### config.mk
export PLATFORM = sky130hd
export DESIGN_NAME = id_ex_hazard_scoreboard
export DESIGN_NICKNAME = d
export VERILOG_FILES = /design/src/rtl/id_ex_hazard_pkg.sv /design/src/rtl/id_ex_hazard_scoreboard_sb_reg_counter.sv /design/src/rtl/id_ex_hazard_scoreboard.sv
export SDC_FILE = /design/constraint.sdc
export NUM_CORES = 1
export LEC_CHECK = 0
export CELL_PAD_IN_SITES_DETAIL_PLACEMENT = 0
export CELL_PAD_IN_SITES_GLOBAL_PLACEMENT = 1
export CORE_MARGIN = 4
export CORE_UTILIZATION = 52
export CTS_BUF_LIST = sky130_fd_sc_hd__clkbuf_4 sky130_fd_sc_hd__clkbuf_8
export CTS_CLUSTER_DIAMETER = 100
export DETAILED_ROUTE_END_ITERATION = 7
export GPL_TIMING_DRIVEN = 0
export PLACE_DENSITY = 0.95
export SLEW_MARGIN = 40
export SYNTH_ARGS = -nofsm -noshare
export SYNTH_HDL_FRONTEND = slang
export SYNTH_HIERARCHICAL = 1
export SYNTH_SLANG_ARGS = --single-unit
### constraint.sdc
create_clock -name clk_i -period 10 [get_ports clk_i]
set_clock_uncertainty 0.1 [all_clocks]
set_input_delay 2 -clock clk_i [delete_from_list [all_inputs] [get_ports clk_i]]
set_output_delay 2 -clock clk_i [all_outputs]
set_load 0.005 [all_outputs]
### src/rtl/id_ex_hazard_pkg.sv
// Shared definitions for the decode/execute hazard scoreboard: register index
// width, default counter width and the debug encoding of the stall cause.
package id_ex_hazard_pkg;

   localparam int REG_IDX_W = 5;
   localparam int DEF_CNT_W = 2;

   typedef enum logic [1:0] {
      HZ_NONE     = 2'd0,
      HZ_RAW      = 2'd1,
      HZ_LOAD_USE = 2'd2,
      HZ_SAT      = 2'd3
   } hazard_cause_e;

endpackage

### src/rtl/id_ex_hazard_scoreboard_sb_reg_counter.sv
// One pending-write counter for a single architectural register. It can be
// bumped by an issue and lowered by writeback and by a flush in the same cycle;
// the result clamps at zero (flagging underflow) and at the maximum count.
module sb_reg_counter #(
   parameter int CNT_W = 2
) (
   input  logic clk_i,
   input  logic rst_ni,
   input  logic inc_i,
   input  logic dec_a_i,
   input  logic dec_b_i,
   output logic zero_o,
   output logic full_o,
   output logic underflow_o
);

   localparam logic [CNT_W+1:0] MAX_EXT = {2'b00, {CNT_W{1'b1}}};

   logic [CNT_W-1:0] cnt_q;
   logic [CNT_W-1:0] cnt_d;
   logic [CNT_W+1:0] up_sum;
   logic [CNT_W+1:0] dn_sum;
   logic [CNT_W+1:0] net_sum;

   // Net update inc - dec_a - dec_b, clamped to [0, max]; going below zero pulses underflow.
   always_comb begin
      up_sum      = {2'b00, cnt_q} + {{(CNT_W+1){1'b0}}, inc_i};
      dn_sum      = {{(CNT_W+1){1'b0}}, dec_a_i} + {{(CNT_W+1){1'b0}}, dec_b_i};
      net_sum     = '0;
      cnt_d       = cnt_q;
      underflow_o = 1'b0;
      if (up_sum < dn_sum) begin
         cnt_d       = '0;
         underflow_o = 1'b1;
      end else begin
         net_sum = up_sum - dn_sum;
         if (net_sum > MAX_EXT) begin
            cnt_d = '1;
         end else begin
            cnt_d = net_sum[CNT_W-1:0];
         end
      end
   end

   // Count register, cleared asynchronously so a reset drops in-flight tracking at once.
   always_ff @(posedge clk_i or negedge rst_ni) begin
      if (!rst_ni) begin
         cnt_q <= '0;
      end else begin
         cnt_q <= cnt_d;
      end
   end

   assign zero_o = (cnt_q == '0);
   assign full_o = (cnt_q == '1);

endmodule

### src/rtl/id_ex_hazard_scoreboard.sv
// Scoreboard for the decode/execute boundary. It counts in-flight writes per
// register from issue to writeback, shadows the execute slot so a branch flush
// can retract the killed write, and decides whether decode must stall.
module id_ex_hazard_scoreboard
   import id_ex_hazard_pkg::*;
#(
   parameter int NUM_REGS   = 32,
   parameter int CNT_W      = DEF_CNT_W,
   parameter bit FORWARDING = 1'b1
) (
   input  logic                 clk_i,
   input  logic                 rst_ni,
   input  logic                 issue_valid_i,
   input  logic [REG_IDX_W-1:0] issue_rd_i,
   input  logic                 issue_reg_write_i,
   input  logic                 issue_mem_read_i,
   input  logic [REG_IDX_W-1:0] issue_rs1_i,
   input  logic [REG_IDX_W-1:0] issue_rs2_i,
   input  logic                 issue_use_rs1_i,
   input  logic                 issue_use_rs2_i,
   input  logic                 wb_valid_i,
   input  logic [REG_IDX_W-1:0] wb_rd_i,
   input  logic                 flush_i,
   output logic                 stall_o,
   output logic                 issue_accept_o,
   output logic [NUM_REGS-1:0]  pending_o,
   output logic                 busy_o,
   output logic                 err_underflow_o
);

   logic [NUM_REGS-1:0]  zero_w;
   logic [NUM_REGS-1:0]  full_w;
   logic [NUM_REGS-1:0]  uflow_w;

   logic                 ex_vld_q, ex_vld_d;
   logic                 ex_ld_q, ex_ld_d;
   logic [REG_IDX_W-1:0] ex_rd_q, ex_rd_d;
   logic                 err_underflow_q, err_underflow_d;

   logic                 src1_haz;
   logic                 src2_haz;
   logic                 sat_haz;
   hazard_cause_e        cause;
   logic                 accept_write;

   // x0 is hard-wired: never pending, never full, never underflows.
   assign zero_w[0]  = 1'b1;
   assign full_w[0]  = 1'b0;
   assign uflow_w[0] = 1'b0;

   for (genvar r = 1; r < NUM_REGS; r++) begin : g_cnt
      sb_reg_counter #(
         .CNT_W(CNT_W)
      ) u_cnt (
         .clk_i      (clk_i),
         .rst_ni     (rst_ni),
         .inc_i      (accept_write && (issue_rd_i == REG_IDX_W'(r))),
         .dec_a_i    (wb_valid_i && (wb_rd_i == REG_IDX_W'(r))),
         .dec_b_i    (flush_i && ex_vld_q && (ex_rd_q == REG_IDX_W'(r))),
         .zero_o     (zero_w[r]),
         .full_o     (full_w[r]),
         .underflow_o(uflow_w[r])
      );
   end

   // Classify the decode instruction's hazard; source hazards take priority over saturation.
   always_comb begin
      src1_haz = 1'b0;
      src2_haz = 1'b0;
      sat_haz  = 1'b0;
      cause    = HZ_NONE;
      if (FORWARDING) begin
         src1_haz = issue_use_rs1_i && (issue_rs1_i != '0) && ex_vld_q && ex_ld_q
                    && (ex_rd_q == issue_rs1_i);
         src2_haz = issue_use_rs2_i && (issue_rs2_i != '0) && ex_vld_q && ex_ld_q
                    && (ex_rd_q == issue_rs2_i);
      end else begin
         src1_haz = issue_use_rs1_i && (issue_rs1_i != '0) && !zero_w[issue_rs1_i];
         src2_haz = issue_use_rs2_i && (issue_rs2_i != '0) && !zero_w[issue_rs2_i];
      end
      sat_haz = issue_reg_write_i && (issue_rd_i != '0) && full_w[issue_rd_i];
      if (src1_haz || src2_haz) begin
         cause = FORWARDING ? HZ_LOAD_USE : HZ_RAW;
      end else if (sat_haz) begin
         cause = HZ_SAT;
      end
   end

   assign stall_o        = issue_valid_i && (cause != HZ_NONE);
   assign issue_accept_o = issue_valid_i && !stall_o && !flush_i;
   assign accept_write   = issue_accept_o && issue_reg_write_i && (issue_rd_i != '0);

   // Next execute-slot shadow and sticky underflow flag.
   always_comb begin
      ex_vld_d        = accept_write;
      ex_rd_d         = ex_rd_q;
      ex_ld_d         = ex_ld_q;
      err_underflow_d = err_underflow_q || (|uflow_w);
      if (accept_write) begin
         ex_rd_d = issue_rd_i;
         ex_ld_d = issue_mem_read_i;
      end
   end

   // Execute-slot shadow and error flag registers.
   always_ff @(posedge clk_i or negedge rst_ni) begin
      if (!rst_ni) begin
         ex_vld_q        <= 1'b0;
         ex_ld_q         <= 1'b0;
         ex_rd_q         <= '0;
         err_underflow_q <= 1'b0;
      end else begin
         ex_vld_q        <= ex_vld_d;
         ex_ld_q         <= ex_ld_d;
         ex_rd_q         <= ex_rd_d;
         err_underflow_q <= err_underflow_d;
      end
   end

   assign pending_o       = ~zero_w;
   assign busy_o          = |pending_o;
   assign err_underflow_o = err_underflow_q;

endmodule
==> results.yml, run 1 <==
logic_synthesis:
  synthXorXnorAreaFrac: 0.00817
  yosys_warnings: 6
  netlist_instances: 911
  synth_flop_cell: "dfrtp_1"
  netlist_area_sq_mm: 0.00858
  ys_types: 44
  synth-simple-area-share: 0.180
  yosysSeqAreaShare: 0.204
  synth_area_leader_cell: "ha_1"
  synth-compound-area-share: 0.120
  syn_nets: 1157
  synthMuxAreaShare: 0.0325
  synthAdderAreaFrac: 0.371
  synth-edff-count: 0
  synth_top_area_share: 0.226
  avgSynthCellArea_sq_um: 9.41
  synth_top_family_by_area: "adder cells"
  yosys-top-cells-area: "ha_1 23%, dfrtp_1 20%, fa_1 14%"
  ys_ff_latch: 70
  async_flop_share: 1.00
global_routing:
  antenna_found_initial: 0
  grt_pass1_vias: 7090
  grt_pass1_wl_um: 36000
  grt_usage: 0.252
  grt_max_degree: 42
  grt_overflow: 0
placed_design:
  routabilityCongestion: 0.945
  port_buffers: 61
  dp_hpwl_um: 18000
timing:
  slew_viol_final: 0
  setup_tns_ns: 0
  worst_pin_slew_ns: 0.704
  timing.fmax_mhz: 140
  hold_violations: 0
  slew_headroom: 0.530
  fin_crit_ns: 7.13
  final.period_utilization: 0.713
  rsz0062_at_grt: "false"
  setup_viol: 0
setup_path:
  worstPathMaxFanout: 10
  path_class: "in -> out"
  worst_ep_arrival_time_ns: 5.03
  crit_required_ns: 7.90
  crit_path_end_kind: "output pin"
  startpoint_type: "input pin"
cells_and_area:
  area_delta_synth_final_pct: 12.8
  multiInputGateArea_sq_mm: 0.00611
  antenna_cells: 0
  nets: 1230
  drive_gt1_frac: 0.0546
  seq_area_sq_mm: 0.00175
  n_fill_cell: 1438
  finalCoreUtilization: 0.605
clocking:
  htreeDepth: 3
  numCtsBuffers: 9
  hold_buffers: 0
  root_buffer: "clkbuf_8"
  cts_num_sinks: 70
  cts_tree: "yes"
  cts.repair.resized: 0
  clk_latency_ns: 0.38
  cts_setup_buffers: 0
  clkTransAtPathRegs_ns: 0.08
  cts_buffer_depth: 2
route:
  wire_per_inst_um: 18.1
  drc_errors: 0
  finalWirelength_um: 21800
  viasPerCell: 5.80
  num_vias: 6984
  antenna_left: 0
  drt_pre_antenna_iters: 6
  first_iter_violations: 562
die:
  row_count: 46
  die_area_sq_mm: 0.0186
  die_w_um: 136
  ios: 65
  initial_core_util: 0.536
  die_h_um: 136
  coreArea_sq_mm: 0.0160
min_path:
  hold_class: "reg -> reg"
flow_run:
  maxCapViolations: 0
power_and_ir_drop:
  powerDensity_mw_per_mm2: 170
  leakagePower_nw: 4.45
  peakVddDrop_uv: 82.7
  total_power_mw: 1.65
outcome:
  status: "finished, final reports clean"
==> cells by family after synthesis <==
family	Yosys count
mux	20
flops	70
fa+ha+maj	217
other cells	1
simple gates	278
compound gates	134
buf+inv	183
xor+xnor	8
==> synth_stat cells (12+ instances only) <==
library cell	instances
a31o_1	62
a31oi_1	62
and2_1	35
clkbuf_1	15
dfrtp_1	70
fa_1	62
ha_1	155
inv_1	157
nand2_1	18
nand4_1	12
nor2_1	96
nor3b_1	30
nor4_1	28
==> state kept, by name (all words and copies together), names as in the netlist <==
signal,count
ex_ld_q,1
g_cnt.u_cnt/cnt_q,62
err_underflow_o,1
ex_vld_q,1
ex_rd_q,5
==> worst paths after layout <==
kind,from,end,slack (ns),depth (start not counted)
max reg2reg,g_cnt[10].u_cnt/cnt_q[1],err_underflow_o,4.90,17
min,ex_ld_q,ex_ld_q,0.46,1
max in group asynchronous,rst_ni,ex_rd_q[0],7.89,2
min in group asynchronous,rst_ni,g_cnt[10].u_cnt/cnt_q[0],1.39,1
min reg2reg,ex_ld_q,ex_ld_q,0.46,1
max,issue_rd_i[0],issue_accept_o,2.87,9
==> metrics by stage <==
stage | hold slack [ns] | setup WS (ns) | std cells | instance area, sq um
after floorplan | 0.405 | 4.10 | 911 | 8580
after global placement | 0.439 | 2.64 | 1188 | 9460
after detailed placement | 0.446 | 2.60 | 1189 | 9490
after CTS | 0.468 | 2.91 | 1205 | 9680
after global routing | 0.495 | 2.69 | 1205 | 9680
final | 0.460 | 2.87 | 1205 | 9680
==> critical path, cell delays in order <==
cell and delay (ns):
clkdlybuf4s50_1 0.62, buf_2 0.30, mux4_2 0.56, nand2_1 0.09, o311ai_1 0.13, a2111o_1 0.44
clkbuf_1 0.24, inv_1 0.12, clkdlybuf4s50_1 0.52
==> final cells by class <==
cell class,instances,area share
Sequential cell,70,0.181
Clock inverter,7,0.00672
Multi-Input combinational cell,658,0.631
Clock buffer,9,0.0128
Inverter,157,0.0609
Timing Repair Buffer,62,0.0661
Tap cell,216,0.0279
Buffer,26,0.0133
==> where the power goes <==
part / leakage (nW) / total (mW) / switching (mW) / internal, mW
Clock: 0.0948 / 0.239 / 0.126 / 0.113
Sequential: 0.720 / 0.512 / 0.116 / 0.396
Combinational: 3.63 / 0.898 / 0.445 / 0.453
Total: 4.45 / 1.65 / 0.687 / 0.962
==> layout by cell type, fill, tap and decap left out, types with 4 or more instances in the layout <==
| cell type | n |
|---|---|
| nor3b_1 | 30 |
| inv_1 | 157 |
| nand2_1 | 18 |
| nor2_1 | 96 |
| nand3_1 | 9 |
| nor4_1 | 28 |
| nand4_1 | 12 |
| a31oi_1 | 62 |
| buf_6 | 4 |
| buf_2 | 4 |
| nor3_1 | 6 |
| nor2b_1 | 10 |
| fa_1 | 62 |
| clkbuf_1 | 15 |
| a31o_1 | 62 |
| xnor2_1 | 8 |
| dfrtp_1 | 70 |
| ha_1 | 155 |
| clkdlybuf4s50_1 | 60 |
| and2_1 | 35 |
| mux2i_1 | 8 |
| nor4_2 | 10 |
| clkbuf_8 | 9 |
| nand2b_1 | 10 |
| clkinv_2 | 4 |
| mux2_4 | 5 |
| mux4_2 | 4 |
==> metal layers <==
metal	up-vias	wire length (um)	GRT usage
li1	3351	-	-
met1	3385	9900	0.359
met2	226	9960	0.401
met3	22	1510	0.0329
met4	0	380	0.0750
met5	-	0	0
(Power assumes the default switching activity.)
==> run 2, diff against run 1 <==
CORE_UTILIZATION = 44   (was 52)
PLACE_DENSITY = 0.87   (was 0.95)
clock period = 6.45 ns   (was 10 ns; I/O delays follow)
==> results.yml, run 2 (same netlist as run 1, synthesis figures left out) <==
route:
  drt_pre_antenna_iters: 5
  antenna_left: 0
  num_vias: 6891
  drc_errors: 0
  wire_per_inst_um: 18.0
  finalWirelength_um: 22500
  first_iter_violations: 436
  viasPerCell: 5.52
clocking:
  cts_buffer_depth: 2
  htreeDepth: 3
  clkTransAtPathRegs_ns: 0.08
  cts.repair.resized: 0
  root_buffer: "clkbuf_8"
  hold_buffers: 0
  cts_num_sinks: 70
  cts_tree: "yes"
  numCtsBuffers: 9
  cts_setup_buffers: 0
  clk_latency_ns: 0.38
power_and_ir_drop:
  leakagePower_nw: 4.46
  peakVddDrop_uv: 121
  powerDensity_mw_per_mm2: 265
  total_power_mw: 2.58
timing:
  final.period_utilization: 0.974
  hold_violations: 0
  setup_tns_ns: 0
  setup_viol: 0
  slew_viol_final: 0
  slew_headroom: 0.508
  rsz0062_at_grt: "false"
  fin_crit_ns: 6.29
  timing.fmax_mhz: 159
  worst_pin_slew_ns: 0.738
setup_path:
  worstPathMaxFanout: 10
  slowest_delay_ns: 0.60
  worst_ep_arrival_time_ns: 6.45
  cp_common_cell: "ha_1"
  path_cells: "clkdlybuf4s50_1, buf_2, mux4_2, nand2_1, o311ai_1, a2111o_1, or2_1, buf_2, buf_6, nor4_2, ha_1, ha_1, inv_1, fa_1, ha_1, nor4_2, nand4_1, or2_2"
  regToRegSetupSlack_ns: 1.43
  path_class: "in -> reg"
  timing.rr.end: "err_underflow_o"
  crit_required_ns: 6.62
  startpoint_type: "input pin"
  cp_slowest_cell: "clkdlybuf4s50_1"
  crit_path_end_kind: "flop"
  r2r-start: "g_cnt[1].u_cnt/cnt_q[1]"
  r2r_cells: 17
die:
  ios: 65
  row_count: 50
  die_area_sq_mm: 0.0218
  initial_core_util: 0.452
  die_h_um: 148
  coreArea_sq_mm: 0.0190
  die_w_um: 148
cells_and_area:
  final_common_cell: "inv_1"
  reg_top3: "g_cnt.u_cnt/cnt_q x62, ex_rd_q x5"
  regMostFlops: "g_cnt.u_cnt/cnt_q"
  n_fill_cell: 1758
  final_cell_mix: "157 x inv_1, 155 x ha_1, 96 x nor2_1, 70 x dfrtp_1"
  nets: 1230
  antenna_cells: 0
  area_delta_synth_final_pct: 13.7
  largest_register_ffs: 62
  drive_gt1_frac: 0.0566
  final_cells: 1249
outcome:
  status: "finished, final reports clean"
min_path:
  hp-start: "ex_ld_q"
  hold_path_depth: 1
  min_to: "ex_ld_q"
  hold_class: "reg -> reg"
placed_design:
  port_buffers: 61
  routabilityCongestion: 0.924
  dp_hpwl_um: 18400
  dp.cells: 1233
global_routing:
  antenna_found_initial: 0
  grt_overflow: 0
  grt_pass1_vias: 6966
  grt_max_degree: 39
  grt_pass1_wl_um: 36100
  grt_usage: 0.211
flow_run:
  maxCapViolations: 0
==> run 2: changes by cell type in the layout (fill, tap and decap cells not counted) <==
cell | before | now
clkinv_2 | 4 | 1
buf_12 | 0 | 1
buf_16 | 1 | 0
clkbuf_8 | 9 | 11
nor4_1 | 28 | 26
clkinvlp_4 | 2 | 1
nor4_2 | 10 | 12
clkbuf_4 | 0 | 2
==> run 2: critical path, delay by kind of cell <==
family | cells | cell delay, ns
multiplexers | 1 | 0.56
buffers and inverters | 5 | 1.26
AO/OA/AOI/OAI | 2 | 0.56
AND/OR/NAND/NOR | 6 | 1.68
adder cells (fa/ha/maj) | 4 | 1.10
==> run 2: cell type report <==
class                      count  area (sq um)  share of cell area
clock inverter                 3          42.5             0.00436
tap                          260           325              0.0333
inverter                     157           589              0.0604
clock buffer                  13           166              0.0171
buffer                        26           129              0.0132
sequential                    70          1750               0.180
multi-input combinational    658          6120               0.627
timing repair buffer          62           632              0.0648
==> run 2: worst max path at each step <==
stage | depth (start not counted) | end | slack, ns | startpoint
2_1_floorplan | 18 | err_underflow_o | 1.26 | issue_rd_i[1]
3_3_place_gp | 18 | err_underflow_o | -0.28 | issue_rd_i[0]
3_5_place_dp | 18 | err_underflow_o | -0.35 | issue_rd_i[0]
4_1_cts | 18 | err_underflow_o | 0.06 | issue_rd_i[0]
5_1_grt | 18 | err_underflow_o | 0.04 | issue_rd_i[0]
6_report | 18 | err_underflow_o | 0.16 | issue_rd_i[0]
==> run 2: per-layer routing <==
layer | track usage | up-vias | wire length [um]
met5 | 0 | - | 0
met4 | 0.0690 | 0 | 566
met3 | 0.0349 | 40 | 1310
met2 | 0.326 | 202 | 9890
met1 | 0.302 | 3313 | 10700
li1 | - | 3336 | -
==> run 2: power by group <==
| part | switching (mW) | leakage (nW) | internal [mW] |
|---|---|---|---|
| sequential | 0.182 | 0.720 | 0.614 |
| clock | 0.186 | 0.106 | 0.208 |
| combinational | 0.693 | 3.63 | 0.700 |
| total | 1.06 | 4.46 | 1.52 |
==> run 2: through the flow <==
stage | setup slack [ns] | area (sq um) | hold slack [ns] | util
final | 0.165 | 9760 | 0.500 | 0.515
after global placement | -0.282 | 9510 | 0.474 | 0.502
after CTS | 0.0606 | 9740 | 0.499 | 0.514
after detailed placement | -0.347 | 9530 | 0.481 | 0.503
after floorplan | 1.26 | 8580 | 0.405 | -
after global routing | 0.0415 | 9760 | 0.520 | 0.515
